## src/rtl/pipe_pkg.sv

```systemverilog
// Shared definitions for the elastic pipeline stage: state encoding and
// default bundle widths for the MEM/WB boundary.
package pipe_pkg;

    // Occupancy-coded states of the two-entry skid stage (value == occupancy).
    typedef enum logic [1:0] {
        ST_EMPTY = 2'd0,
        ST_ONE   = 2'd1,
        ST_FULL  = 2'd2
    } pipe_state_e;

    // MEM/WB bundle widths: write enables / aluout, readdata, hilo, writereg.
    localparam int CTRL_W_MW = 3;
    localparam int DATA_W_MW = 133;

endpackage

```

## src/rtl/pipe_entry_reg.sv

```systemverilog
// One {valid, ctrl, data} holding register. Flush and bubble loads clear
// valid and ctrl; data is only overwritten by a real entry.
module pipe_entry_reg
    import pipe_pkg::*;
#(
    parameter int CTRL_W = CTRL_W_MW,
    parameter int DATA_W = DATA_W_MW
) (
    input  logic              clk,
    input  logic              reset,
    input  logic              i_flush,
    input  logic              i_load,
    input  logic              i_valid,
    input  logic [CTRL_W-1:0] i_ctrl,
    input  logic [DATA_W-1:0] i_data,
    output logic              o_valid,
    output logic [CTRL_W-1:0] o_ctrl,
    output logic [DATA_W-1:0] o_data
);

    logic              r_valid;
    logic [CTRL_W-1:0] r_ctrl;
    logic [DATA_W-1:0] r_data;

    // Entry register: flush beats load, bubbles never carry a write enable.
    always_ff @(posedge clk or negedge reset) begin
        // NOTE: non-blocking assignments keep every flop sampling pre-edge values.
        if (!reset) begin
            r_valid <= 1'b0;
            r_ctrl  <= '0;
            r_data  <= '0;
        end else if (i_flush) begin
            r_valid <= 1'b0;
            r_ctrl  <= '0;
        end else if (i_load) begin
            r_valid <= i_valid;
            r_ctrl  <= i_valid ? i_ctrl : '0;
            if (i_valid) begin
                r_data <= i_data;
            end
        end
    end

    assign o_valid = r_valid;
    assign o_ctrl  = r_ctrl;
    assign o_data  = r_data;

endmodule

```

## src/rtl/pipe_stage_elastic.sv

```systemverilog
// Elastic pipeline stage: valid/ready handshake, optional two-entry skid
// buffer, synchronous flush, external stall and a saturating stall counter.
module pipe_stage_elastic
    import pipe_pkg::*;
#(
    parameter int CTRL_W = CTRL_W_MW,
    parameter int DATA_W = DATA_W_MW,
    parameter int SKID   = 1,
    parameter int CNT_W  = 16
) (
    input  logic              clk,
    input  logic              reset,
    input  logic              flush,
    input  logic              stall,
    input  logic              valid_i,
    output logic              ready_o,
    input  logic [CTRL_W-1:0] ctrl_i,
    input  logic [DATA_W-1:0] data_i,
    output logic              valid_o,
    input  logic              ready_i,
    output logic [CTRL_W-1:0] ctrl_o,
    output logic [DATA_W-1:0] data_o,
    output logic [1:0]        occ_o,
    input  logic              cnt_clr,
    output logic [CNT_W-1:0]  stall_cnt_o
);

    logic              w_accept;
    logic              w_issue;
    logic              w_main_valid;
    logic [CTRL_W-1:0] w_main_ctrl;
    logic [DATA_W-1:0] w_main_data;
    logic [CNT_W-1:0]  r_stall_cnt;

    assign w_accept = valid_i & ready_o & ~stall & ~flush;
    assign w_issue  = w_main_valid & ready_i & ~stall;

    assign valid_o = w_main_valid;
    assign ctrl_o  = w_main_valid ? w_main_ctrl : '0;
    assign data_o  = w_main_data;

    generate
        if (SKID != 0) begin : g_skid
            pipe_state_e       r_state;
            pipe_state_e       w_state_nxt;
            logic              r_ready;
            logic              w_main_load;
            logic              w_main_src_valid;
            logic [CTRL_W-1:0] w_main_src_ctrl;
            logic [DATA_W-1:0] w_main_src_data;
            logic              w_skid_load;
            logic              w_skid_src_valid;
            logic              w_skid_valid;
            logic [CTRL_W-1:0] w_skid_ctrl;
            logic [DATA_W-1:0] w_skid_data;

            // State register; ready is registered from the next state.
            always_ff @(posedge clk or negedge reset) begin
                if (!reset) begin
                    r_state <= ST_EMPTY;
                    r_ready <= 1'b0;
                end else begin
                    r_state <= w_state_nxt;
                    r_ready <= (w_state_nxt != ST_FULL);
                end
            end

            // Next state and entry-register load steering.
            always_comb begin
                // NOTE: every output gets a default first so no latch is inferred.
                w_state_nxt      = r_state;
                w_main_load      = 1'b0;
                w_main_src_valid = 1'b0;
                w_main_src_ctrl  = ctrl_i;
                w_main_src_data  = data_i;
                w_skid_load      = 1'b0;
                w_skid_src_valid = 1'b0;
                if (flush) begin
                    w_state_nxt = ST_EMPTY;
                end else begin
                    unique case (r_state)
                        ST_EMPTY: begin
                            if (w_accept) begin
                                w_main_load      = 1'b1;
                                w_main_src_valid = 1'b1;
                                w_state_nxt      = ST_ONE;
                            end
                        end
                        ST_ONE: begin
                            if (w_accept && w_issue) begin
                                w_main_load      = 1'b1;
                                w_main_src_valid = 1'b1;
                            end else if (w_accept) begin
                                w_skid_load      = 1'b1;
                                w_skid_src_valid = 1'b1;
                                w_state_nxt      = ST_FULL;
                            end else if (w_issue) begin
                                w_main_load = 1'b1;
                                w_state_nxt = ST_EMPTY;
                            end
                        end
                        ST_FULL: begin
                            if (w_issue) begin
                                w_main_load      = 1'b1;
                                w_main_src_valid = w_skid_valid;
                                w_main_src_ctrl  = w_skid_ctrl;
                                w_main_src_data  = w_skid_data;
                                w_skid_load      = 1'b1;
                                w_state_nxt      = ST_ONE;
                            end
                        end
                        default: w_state_nxt = ST_EMPTY;
                    endcase
                end
            end

            pipe_entry_reg #(.CTRL_W(CTRL_W), .DATA_W(DATA_W)) u_main (
                .clk     (clk),
                .reset   (reset),
                .i_flush (flush),
                .i_load  (w_main_load),
                .i_valid (w_main_src_valid),
                .i_ctrl  (w_main_src_ctrl),
                .i_data  (w_main_src_data),
                .o_valid (w_main_valid),
                .o_ctrl  (w_main_ctrl),
                .o_data  (w_main_data)
            );

            pipe_entry_reg #(.CTRL_W(CTRL_W), .DATA_W(DATA_W)) u_skid (
                .clk     (clk),
                .reset   (reset),
                .i_flush (flush),
                .i_load  (w_skid_load),
                .i_valid (w_skid_src_valid),
                .i_ctrl  (ctrl_i),
                .i_data  (data_i),
                .o_valid (w_skid_valid),
                .o_ctrl  (w_skid_ctrl),
                .o_data  (w_skid_data)
            );

            assign ready_o = r_ready;
            assign occ_o   = r_state;
        end else begin : g_noskid
            // Single entry: reload on accept, drain to a bubble on a lone issue.
            pipe_entry_reg #(.CTRL_W(CTRL_W), .DATA_W(DATA_W)) u_main (
                .clk     (clk),
                .reset   (reset),
                .i_flush (flush),
                .i_load  (w_accept | w_issue),
                .i_valid (w_accept),
                .i_ctrl  (ctrl_i),
                .i_data  (data_i),
                .o_valid (w_main_valid),
                .o_ctrl  (w_main_ctrl),
                .o_data  (w_main_data)
            );

            assign ready_o = ~w_main_valid | (ready_i & ~stall);
            assign occ_o   = {1'b0, w_main_valid};
        end
    endgenerate

    // Saturating count of cycles a valid head is held back; clear wins.
    always_ff @(posedge clk or negedge reset) begin
        if (!reset) begin
            r_stall_cnt <= '0;
        end else if (cnt_clr) begin
            r_stall_cnt <= '0;
        end else if (w_main_valid && (!ready_i || stall) && !(&r_stall_cnt)) begin
            r_stall_cnt <= r_stall_cnt + CNT_W'(1);
        end
    end

    assign stall_cnt_o = r_stall_cnt;

endmodule

```

## config.mk

```make
export PLATFORM = sky130hd
export DESIGN_NAME = pipe_stage_elastic
export DESIGN_NICKNAME = d
export VERILOG_FILES = /design/src/rtl/pipe_pkg.sv /design/src/rtl/pipe_entry_reg.sv /design/src/rtl/pipe_stage_elastic.sv
export SDC_FILE = /design/constraint.sdc
export NUM_CORES = 1
export LEC_CHECK = 0
export BUFFER_PORTS_ARGS = -buffer_cell sky130_fd_sc_hd__buf_2
export CORE_MARGIN = 8
export CORE_UTILIZATION = 42
export CTS_CLUSTER_DIAMETER = 50
export DETAILED_ROUTE_END_ITERATION = 16
export GPL_ROUTABILITY_DRIVEN = 0
export MAX_ROUTING_LAYER = met4
export PLACE_DENSITY_LB_ADDON = 0.08
export SYNTH_ARGS = -nofsm -noshare
export SYNTH_HDL_FRONTEND = slang
export SYNTH_HIERARCHICAL = 1
export SYNTH_SLANG_ARGS = --single-unit
```

## constraint.sdc

```tcl
create_clock -name clk -period 2.7 [get_ports clk]
set_input_delay 0 -clock clk [delete_from_list [all_inputs] [get_ports clk]]
set_output_delay 0 -clock clk [all_outputs]
set_load 0.02 [all_outputs]
```

Word level (Yosys, flattened, before mapping)
Cells that the tools add are included.
W data, S select, Z words.
- mux-type cells: 39
- bitwise operators: 7
- reductions and logical operators: 13
- add/sub/neg operators: 1
- equal/unequal tests: 3
- operators by type and width (kind ; number):
    $mux W133 ; 2
    $mux W16 ; 2
    $mux W3 ; 9
    $add A16 B1 Y16 const B ; 1
    $mux W1 ; 16
    $reduce_and A16 Y1 ; 1
    $mux W2 ; 6
    $pmux W1 S3 ; 2
    $pmux W2 S3 ; 1
    $reduce_and A3 Y1 ; 2
    $reduce_bool A2 Y1 ; 3
    $and A1 B1 Y1 ; 5
    $logic_and A1 B1 Y1 ; 3
    $eq A2 B1 Y1 const B ; 1
    $eq A2 B2 Y1 const B ; 1
    $logic_not A1 Y1 ; 2
    $logic_not A2 Y1 ; 1
    $ne A2 B2 Y1 const B ; 1
    $not A1 Y1 ; 2
    $pmux W1 S2 ; 1
    $logic_or A1 B1 Y1 ; 1
- flip-flop bits (word level): 293
- input port bits: 143
- output and inout port bits: 156

Logic depth before layout (Yosys ltp)
Gate-level depths: netlist (run 1).
- depth after elaboration: 10
- mapped depth: 10
- mapped depth without buffers: 7

Hierarchy
Netlist (run 1), hierarchy kept.
- modules (own cells, without submodules) (module ; area each (sq um) ; instances ; cells an instance):
    pipe_entry_reg ; 5396.4 ; 2 ; 297
    pipe_stage_elastic ; 2917.8 ; 1 ; 296

Least setup slack after synthesis (run 1)
Ideal clock, no wire load.
- kind: reg-to-reg
- start point: reg g_skid.r_state[0] (netlist: occ_o[0])
- end point: reg g_skid.u_main.r_data[100] (netlist: g_skid.u_main/o_data[100])
- arrival time: 2.051 ns
- required time: 2.575 ns
- period minus slack after synthesis: 2.176 ns
- setup time: 0.125 ns
- setup slack: 0.524 ns
- stages on the path, launching flop included: 8
- path buffers: 2
- cell sequence: dfrtp_1 > ha_1 > or2_2 > nor2_1 > nand3b_4 > buf_6 > buf_6 > mux2_4
- longest elaborated chain between the ends: 4
- RTL lines (item ; RTL line ; RTL):
    start, declared ; pipe_stage_elastic.sv:44 ; pipe_state_e r_state;
    start signal, assigned ; pipe_stage_elastic.sv:63 ; r_state <= w_state_nxt;
    $eq A2 B2 Y1, or another cell as far along ; pipe_stage_elastic.sv:81 ; unique case (r_state)
    $pmux W1 S3 (*) ; pipe_stage_elastic.sv:81 ;
    $mux W1 (*) ; pipe_stage_elastic.sv:78 ; if (flush) begin
    via g_skid.w_main_src_valid ; pipe_stage_elastic.sv:48 ; logic w_main_src_valid;
    $reduce_and A3 Y1 (no line) (*) ; - ;
    end signal, assigned ; pipe_entry_reg.sv:39 ; r_data <= i_data;
    end, declared ; pipe_entry_reg.sv:23 ; logic [DATA_W-1:0] r_data;
The timed path passes the listed nets; every way through them passes the cells marked *.
A chain may end at the register's enable or synchronous reset.

Worst setup path in the final report (run 1)
- start point: reg g_skid.r_state[1] (netlist: occ_o[1])
- end point: reg g_skid.u_skid.r_ctrl[1] (netlist: g_skid.u_skid/o_ctrl[1])
- RTL lines (item ; RTL line ; RTL):
    $eq A2 B2 Y1 / $eq A2 B1 Y1 (equally long branches) ; pipe_stage_elastic.sv:81 ;
    $pmux W1 S2 (*) ; pipe_stage_elastic.sv:81 ;
    $mux W1 (*) ; pipe_stage_elastic.sv:78 ;
    via g_skid.w_skid_load ; pipe_stage_elastic.sv:51 ; logic w_skid_load;
    $reduce_bool A2 Y1 (no line) (*) ; - ;
    end signal, assigned ; pipe_entry_reg.sv:37 ; r_ctrl <= i_valid ? i_ctrl : '0;
    end, declared ; pipe_entry_reg.sv:22 ; logic [CTRL_W-1:0] r_ctrl;
The timed path passes the listed nets; every way through them passes the cells marked *. The select of a mux whose other input is x is not followed.

==> results of run 1 <==
routing by layer:
metal / part of all wire [%] / vias up / wire [µm] / global-route usage [%]
li1: - / 4141 / - / -
met1: 47 / 4456 / 15610 / 23.67
met2: 46 / 215 / 15300 / 27.36
met3: 6.0 / 54 / 2002 / 4.486
met4: 2.0 / 0 / 658 / 4.514
met5: 0 / - / 0 / -
cell type report:
type	instances	area, µm²
Clock buffer	53	1100
Sequential cell	293	7332
Timing Repair Buffer	462	3216
Clock inverter	14	193.9
Multi-Input combinational cell	542	6002
Inverter	5	18.77
Tap cell	442	553.0
Antenna cell	4	10.01
Fill cell	2732	13950
cell usage in the layout, fill, tap and decap left out, types with 7 or more instances in the layout:
cell type	count
buf_2	297
dfrtp_1	293
mux2_2	262
dlygate4sd3_1	143
mux2_4	140
clkbuf_16	40
a21oi_1	20
nand2_1	13
nand3_1	11
buf_4	11
buf_12	10
nor2_1	9
o21ai_0	8
clkbuf_1	8
nand2b_1	7
critical path: stages (launching register included):
cell and delay [ns]:
dfrtp_1 0.43, inv_1 0.10, ha_1 0.24, nand2_1 0.14, a21oi_1 0.35, buf_4 0.22
nand2b_1 0.10, a21oi_1 0.05, dlygate4sd3_1 0.57
cell usage after synthesis, types with 5 or more instances:
master / instances
mux2_4: 140
o21ai_0: 8
buf_4: 5
or3_1: 6
nand2_1: 13
o31ai_1: 6
mux2_2: 262
nand2b_1: 7
inv_1: 5
dfrtp_1: 293
ha_1: 5
a21oi_1: 20
buf_2: 25
or4_1: 5
buf_6: 16
nor2_1: 9
nand3_1: 11
through the flow:
step	cells	util (%)	instance area, µm²	setup WS [ns]	total power (µW)
finish	1815	56.92	18430	0.3705	10510
CTS	1811	56.89	18420	0.3725	10690
global placement	1601	48.47	15690	0.4460	5318
global route	1815	56.92	18430	0.2089	10960
floorplan	890	-	13710	0.5241	4930
detailed placement	1601	48.47	15690	0.3848	5322
logic make-up (layout without fill, tap and decap cells):
| family | Yosys count | count (layout) |
|---|---|---|
| other | 0 | 4 |
| AOI/OAI and AO/OA | 44 | 44 |
| DFF | 293 | 293 |
| and+or+nand+nor | 87 | 87 |
| adders and majority gates | 5 | 5 |
| buffers and inverters | 55 | 534 |
| muxes | 406 | 406 |
flip-flops by register name (all words and copies together) (netlist names):
| signal | flops |
|---|---|
| ready_o | 1 |
| g_skid.u_skid/o_data | 133 |
| g_skid.u_skid/o_valid | 1 |
| g_skid.u_main/o_valid | 1 |
| g_skid.u_main/o_data | 133 |
| stall_cnt_o | 16 |
| occ_o | 2 |
| g_skid.u_skid/o_ctrl | 3 |
| g_skid.u_main/o_ctrl | 3 |
what timing repair did:
action | CTS | global route
resized for setup | 0 | 0
buffers inserted | 0 | 0
hold buffers | 143 | 0
endpoints found under the hold margin | 368 | 0
power breakdown:
part | leakage (µW) | internal, µW | switching, µW | total, µW
registers | 0.00407 | 4480 | 53.6 | 4540
logic | 0.00509 | 453 | 410 | 864
clock network | 0.000630 | 3230 | 1880 | 5110
total | 0.00980 | 8170 | 2350 | 10500
how the worst max path moves through the flow:
stage	end	depth (start not counted)	startpoint	slack (ns)
6_report	g_skid.u_skid/o_ctrl[1]	8	occ_o[1]	0.37
5_1_grt	g_skid.u_skid/o_ctrl[2]	8	occ_o[1]	0.21
4_1_cts	g_skid.u_skid/o_data[71]	7	occ_o[1]	0.37
3_5_place_dp	g_skid.u_skid/o_data[71]	7	occ_o[1]	0.38
3_3_place_gp	g_skid.u_skid/o_data[62]	7	occ_o[1]	0.45
2_1_floorplan	g_skid.u_main/o_data[100]	7	occ_o[0]	0.52
==> qor.yml, run 1 <==
detailed_routing:
  totalWireLength_mm: 33.58
  drt_iter0_markers: 321
  detail-route-antenna-nets: 0
  num_vias: 8866
  drc: 0
  post_drt_via_cell_ratio: 4.885
  dr.pass1.iters: 4
  wl_per_cell_um: 18.50
synthesis:
  synth_compound_area_share_pct: 1.962
  synth.area.mux_share_pct: 37.16
  async_reset_ff_share_pct: 100.0
  synth_top_family_by_area: "multiplexers"
  synth_top_cell_area_share_pct: 53.48
  syn_nets: 1038
  synth_ff_type: "dfrtp_1"
  synth_fa_ha_area_share_pct: 0.4563
  ys_top_cells_by_area: "dfrtp_1, mux2_2, mux2_4"
  ys_types: 51
  syn-cell-area_um2: 13710
  synthXorXnorAreaFrac_pct: 0
  ys_ff_latch: 293
  synth-edff-count: 0
  synth_simple_gate_area_share_pct: 4.198
  syn_avg_cell_area_um2: 15.41
  synth_area_leader_cell: "dfrtp_1"
  syn_inst: 890
  ys_seq_area_share_pct: 53.48
  synth_warnings: 6
floorplan:
  die_h_um: 196.7
  ios: 299
  core_area_um2: 32370
  dieArea_um2: 38680
  std_cell_rows: 66
  initial_core_util_pct: 42.35
  dieWidth_um: 196.7
power:
  power.density_nw_per_um2: 570.6
  p_leak_uw: 0.009795
  irDropWorstVdd_v: 0.0004386
critical_path:
  crit_required_ns: 3.09
  path_max_fanout: 7
  r2r_start: "occ_o[1]"
  reg2reg_depth: 8
  cp.arrival_ns: 2.72
  regToRegSetupSlack_ns: 0.37
  crit_type: "reg -> reg"
  crit_path_start_kind: "flip-flop"
  reg2reg_to: "g_skid.u_skid/o_ctrl[1]"
  crit_path_end_kind: "flip-flop"
layout:
  finalNetCount: 1491
  syn_to_final_growth_pct: 34.39
  drive_gt1_share_pct: 57.71
placed_design:
  hpwlAfterDp_mm: 21.90
  portBuffers: 298
grt:
  grt_max_degree: 85
  grt_pass1_wl_mm: 54.99
  grt-ovfl-total: 0
  first_global_vias: 9853
  grt_antenna_before_repair: 4
  track_usage_pct: 17.89
cts:
  clock-sinks: 293
  cts_tree: "done"
  cts_root_buf: "clkbuf_16"
  cts_htree_levels: 2
  clock_path_buffers: 3
  cts_buffers: 39
  clock_latency_ns: 0.52
  cts.clk_slew.worst_paths_ns: 0.05
timing:
  setup_tns_ns: 0
  final_hold_viol_count: 0
  whs_ns: 0.06442
  slew_violations: 0
  slew_headroom_pct: 53.77
  setup_viol_count_final: 0
  post-route-min-period_ns: 2.330
  max_freq_ghz: 0.4293
  finalCritPeriodShare_pct: 86.28
  finClkSkew_ns: 0.02620
  worst_pin_slew_ns: 0.6935
  rsz0062_at_grt: "no"
worst_hold_path:
  hp-class: "in -> async"
job:
  drv_cap: 0
outcome:
  outcome: "complete, no violations"
Power figures use the tool's default switching activity.
==> run 2: changes to the inputs <==
ABC_AREA = 1   (was unset)
==> qor.yml, run 2 <==
floorplan:
  core_area_um2: 34200
  die_h_um: 201.6
  ios: 299
  initial_core_util_pct: 42.31
  dieArea_um2: 40650
  std_cell_rows: 68
  dieWidth_um: 201.6
detailed_routing:
  drt_iter0_markers: 887
  detail-route-antenna-nets: 0
  dr.pass1.iters: 4
  num_vias: 13090
  post_drt_via_cell_ratio: 5.354
  wl_per_cell_um: 19.19
  drc: 0
  totalWireLength_mm: 46.90
synthesis:
  syn_nets: 1733
  synth-edff-count: 0
  syn-cell-area_um2: 14470
  syn_avg_cell_area_um2: 9.129
  synthMostInstantiatedCell: "nand2_1"
  synth_warnings: 6
  ys_types: 27
  syn_inst: 1585
  ys_seq_area_share_pct: 50.67
  ys_top_cells_by_area: "dfrtp_1, nand2_1, nand4_1"
  synth_top_cell_area_share_pct: 50.67
  synth_area_leader_cell: "dfrtp_1"
  yosys-top-cells-count: "nand2_1, dfrtp_1, nand4_1"
  synth_ff_type: "dfrtp_1"
  ys_ff_latch: 293
  async_reset_ff_share_pct: 100.0
critical_path:
  crit_path_end_kind: "flip-flop"
  cp.arrival_ns: 2.87
  reg2reg_depth: 11
  path_cells: "inv_1 -> ha_1 -> inv_1 -> nor2_4 -> nand2_1 -> nand3_1 -> nand2_1 -> inv_4 -> buf_12 -> nand4_1 -> nand2_1"
  crit_path_start_kind: "flip-flop"
  path_max_fanout: 136
  max_stage_delay_ns: 0.57
  reg2reg_to: "g_skid.u_main/o_data[91]"
  crit_type: "reg -> reg"
  r2r_start: "occ_o[0]"
  regToRegSetupSlack_ns: 0.30
  worst_path_max_delay_cell: "buf_12"
  crit_family: "buffers and inverters"
  cpMostUsedCell: "nand2_1"
  crit_required_ns: 3.17
  cp_num_buf_inv: 4
grt:
  grt_pass1_wl_mm: 76.20
  track_usage_pct: 23.34
  grt_antenna_before_repair: 6
  first_global_vias: 13590
  grt_max_degree: 138
  grt-ovfl-total: 0
power:
  fin_total_pwr_uw: 10570
  power.density_nw_per_um2: 558.7
  p_leak_uw: 0.01040
  irDropWorstVdd_v: 0.0005143
timing:
  final_hold_viol_count: 0
  post-route-min-period_ns: 2.399
  setup_viol_count_final: 0
  max_freq_ghz: 0.4169
  slew_violations: 0
  worst_pin_slew_ns: 0.9899
  setup_tns_ns: 0
  rsz0062_at_grt: "no"
  finClkSkew_ns: 0.02380
  slew_headroom_pct: 34.01
  finalCritPeriodShare_pct: 88.85
placed_design:
  hpwlAfterDp_mm: 27.24
  portBuffers: 298
  dp.cells: 2229
cts:
  cts_tree: "done"
  cts_buffers: 38
  clock-sinks: 293
  cts.clk_slew.worst_paths_ns: 0.06
  cts_root_buf: "clkbuf_16"
  postCtsSetupBuffers: 0
  clock_latency_ns: 0.54
  cts_htree_levels: 2
  clock_path_buffers: 3
layout:
  finalNetCount: 2101
  layout.cells.most_common: "nand2_1"
  final_core_util_pct: 55.33
  seqCellArea_um2: 7332
  fillers: 3161
  final_cell_mix: "nand2_1, buf_2, dfrtp_1"
  multi_input_area_um2: 6324
  syn_to_final_growth_pct: 30.79
  stdcell_count: 2444
  drive_gt1_share_pct: 27.13
worst_hold_path:
  hp-class: "in -> async"
outcome:
  outcome: "complete, no violations"
job:
  drv_cap: 0
## run 2: cells by family after synthesis
| family | after synthesis | synth area share [%] |
|---|---|---|
| adders and majority gates | 5 | 0.4323 |
| muxes | 136 | 11.62 |
| buffers and inverters | 163 | 5.975 |
| xor gates and xnor gates | 5 | 0.3027 |
| DFF | 293 | 50.67 |
| AOI/OAI and AO/OA | 14 | 0.5793 |
| and+or+nand+nor | 969 | 30.42 |
## run 2: timing repair
action	CTS	global route
setup endpoints to repair	0	0
endpoints found under the hold margin	453	0
gates resized for setup	0	0
hold buffers	139	0
## run 2: routing by layer
layer	GRT usage (%)	part of all wire, %	routed length, µm
met1	30.53	45	20960
met3	4.149	5.5	2595
met5	-	0	0
met2	36.63	47	22130
met4	7.305	2.6	1210
## run 2: per-stage QoR
stage | setup WS, ns | cell area, µm² | hold WS [ns]
floorplan | 0.7463 | 14470 | -0.2956
global placement | 0.3411 | 16250 | 0.01745
detailed placement | 0.3253 | 16250 | 0.005329
CTS | 0.3063 | 18910 | 0.0001022
global route | 0.06233 | 18930 | 0.07321
finish | 0.3011 | 18930 | 0.02782
## run 2: worst max path at each step
stage	startpoint	endpoint	slack, ns	depth (start not counted)
after floorplan	occ_o[1]	g_skid.u_skid/o_data[100]	0.75	11
after global placement	ready_o	g_skid.u_skid/o_data[48]	0.34	9
after detailed placement	occ_o[0]	g_skid.u_main/o_data[91]	0.33	11
after CTS	ready_o	g_skid.u_skid/o_data[61]	0.31	9
after global routing	occ_o[0]	g_skid.u_main/o_data[91]	0.06	11
final	occ_o[0]	g_skid.u_main/o_data[91]	0.30	11
## run 2: cell type report
cell class / instances / area share, %
clock inverters: 15 / 0.7272
multi-input cells: 1129 / 33.41
repair buffers: 463 / 17.44
inverters: 28 / 0.5950
clock buffers: 55 / 5.996
well taps: 455 / 3.008
flip-flops and latches: 293 / 38.74
diodes: 6 / 0.07933
## run 2: worst reg2reg max path, delay by kind of cell, from the launching register on
kind / cells / cell delay, ns
simple gates: 6 / 0.80
fa+ha+maj: 1 / 0.21
buf+inv: 4 / 0.88
flops: 1 / 0.45
## run 2: where the power goes
part / switching (µW) / total [µW] / internal, µW
Clock: 2000 / 5040 / 3040
Sequential: 60.3 / 4540 / 4480
Combinational: 572 / 993 / 421
==> run 3: changes to the inputs <==
CORE_MARGIN = 2   (was 8)
==> qor.yml, run 3 (same netlist as run 2, synthesis figures left out) <==
power:
  power.density_nw_per_um2: 562.7
  power_frac_seq_pct: 42.4
  combPwrFrac_pct: 9.3
  p_sw_uw: 2615
  internal_power_uw: 8085
  sw_frac_of_total_pct: 24.44
  clkPwrFrac_pct: 48.3
  irDropWorstVdd_v: 0.0004556
  p_leak_uw: 0.01044
critical_path:
  worst_path_max_delay_cell: "dfrtp_1"
  crit_path_start_kind: "flip-flop"
  cp.arrival_ns: 2.86
  crit_family: "buffers and inverters"
  cp_num_buf_inv: 4
  max_stage_delay_ns: 0.42
  crit_path_end_kind: "flip-flop"
  path_cells: "inv_1 -> ha_1 -> inv_1 -> nor2_4 -> o21ai_0 -> nor2_4 -> buf_12 -> buf_4 -> nand4_1 -> nand2_1"
  path_max_fanout: 55
  crit_required_ns: 3.14
  crit_type: "reg -> reg"
cts:
  cts.clk_slew.worst_paths_ns: 0.06
  clock_latency_ns: 0.52
  clock_path_buffers: 3
  cts_htree_levels: 2
  cts.repair.resized: 0
  clock-sinks: 293
  cts_tree: "done"
  cts_root_buf: "clkbuf_16"
  cts_buffers: 40
layout:
  multi_input_area_um2: 6324
  stdcell_count: 2445
  finalNetCount: 2113
  drive_gt1_share_pct: 27.28
  final_core_util_pct: 56.42
  syn_to_final_growth_pct: 31.41
  final_area_um2: 19010
  seqCellArea_um2: 7332
  layout.cells.most_common: "nand2_1"
  fillers: 3135
  final_cell_mix: "nand2_1, buf_2, dfrtp_1"
grt:
  grt-ovfl-total: 0
  grt_antenna_before_repair: 3
  grt_pass1_wl_mm: 70.77
  track_usage_pct: 24.98
  grt_max_degree: 137
  first_global_vias: 12960
detailed_routing:
  drc: 0
  totalWireLength_mm: 43.88
  detail-route-antenna-nets: 0
  dr.pass1.iters: 5
  num_vias: 13030
  drt_iter0_markers: 895
  wl_per_cell_um: 17.95
  post_drt_via_cell_ratio: 5.328
timing:
  setup_viol_count_final: 0
  final_hold_viol_count: 0
  worst_pin_slew_ns: 0.7263
  finalCritPeriodShare_pct: 89.58
  rsz0062_at_grt: "no"
  max_freq_ghz: 0.4134
  setup_tns_ns: 0
  finClkSkew_ns: 0.01815
  post-route-min-period_ns: 2.419
  slew_headroom_pct: 51.58
  fin_ws_ns: 0.2813
  slew_violations: 0
placed_design:
  portBuffers: 298
  place_ws_ns: 0.2922
  dpl_cell_area_um2: 16310
  hpwlAfterDp_mm: 25.70
  dp.cells: 2231
floorplan:
  ios: 299
  die_h_um: 189.6
  dieWidth_um: 189.6
  std_cell_rows: 67
  core_area_um2: 33700
  initial_core_util_pct: 42.94
  dieArea_um2: 35950
worst_hold_path:
  hp-class: "in -> reg"
job:
  drv_cap: 0
outcome:
  outcome: "complete, no violations"
run 3: cell types whose count changed in the layout (fill, tap and decap cells not counted), moves of 2 or more:
cell,delta
inv_6,-2
clkbuf_16,+3
bufinv_16,+2
clkinv_4,+4
buf_4,+9
diode_2,-3
clkbuf_1,+4
clkbuf_8,-9
run 3: power by group through the flow:
stage          clock network (µW)  logic, µW  registers, µW
2_1_floorplan                   0        304           4710
3_3_place_gp                    0        831           4610
3_5_place_dp                    0        835           4610
4_1_cts                      5290        999           4540
5_1_grt                      5490       1080           4550
6_report                     5170        991           4540
run 3: through the flow:
stage / hold slack [ns] / power [µW]
6_report: 0.05290 / 10700
5_1_grt: 0.08558 / 11110
4_1_cts: 0.02530 / 10820
3_5_place_dp: 0.01908 / 5450
3_3_place_gp: 0.02283 / 5446
2_1_floorplan: -0.2956 / 5017
run 3: layout make-up:
| class | count | area share [%] |
|---|---|---|
| Clock buffer | 53 | 5.791 |
| Tap cell | 448 | 2.948 |
| Antenna cell | 3 | 0.03948 |
| Inverter | 28 | 0.5922 |
| Clock inverter | 18 | 1.046 |
| Sequential cell | 293 | 38.56 |
| Multi-Input combinational cell | 1129 | 33.26 |
| Timing Repair Buffer | 473 | 17.77 |
run 3: final timing paths:
kind	cells past startpoint	slack [ns]	end	start
max in group asynchronous	3	1.72	g_skid.u_main/o_data[13]	reset
worst max-delay path	10	0.28	g_skid.u_skid/o_data[4]	occ_o[1]
min in group asynchronous	2	0.06	g_skid.u_main/o_data[104]	reset
worst min register to register	2	0.46	g_skid.u_main/o_data[70]	g_skid.u_main/o_data[70]
worst max register to register	10	0.28	g_skid.u_skid/o_data[4]	occ_o[1]
worst min-delay path	6	0.05	occ_o[1]	ready_i
run 3: repair_timing:
| action | 4_1_cts | 5_1_grt |
|---|---|---|
| endpoints found under the hold margin | 379 | 0 |
| hold buffers | 140 | 0 |
| setup buffers | 0 | 0 |
run 3: worst min-delay path: cells and delay by family:
family                 cells  cell delay (ns)
AOI/OAI and AO/OA          1             0.08
buffers and inverters      1             0.10
and+or+nand+nor            4             0.35
run 3: routing by layer:
| layer | GRT usage, % | wire length, µm | vias to the layer above |
|---|---|---|---|
| li1 | - | - | 6193 |
| met1 | 34.21 | 20290 | 6375 |
| met2 | 39.22 | 20390 | 394 |
| met3 | 3.560 | 2341 | 65 |
| met4 | 6.500 | 851 | 0 |
| met5 | - | 0 | - |
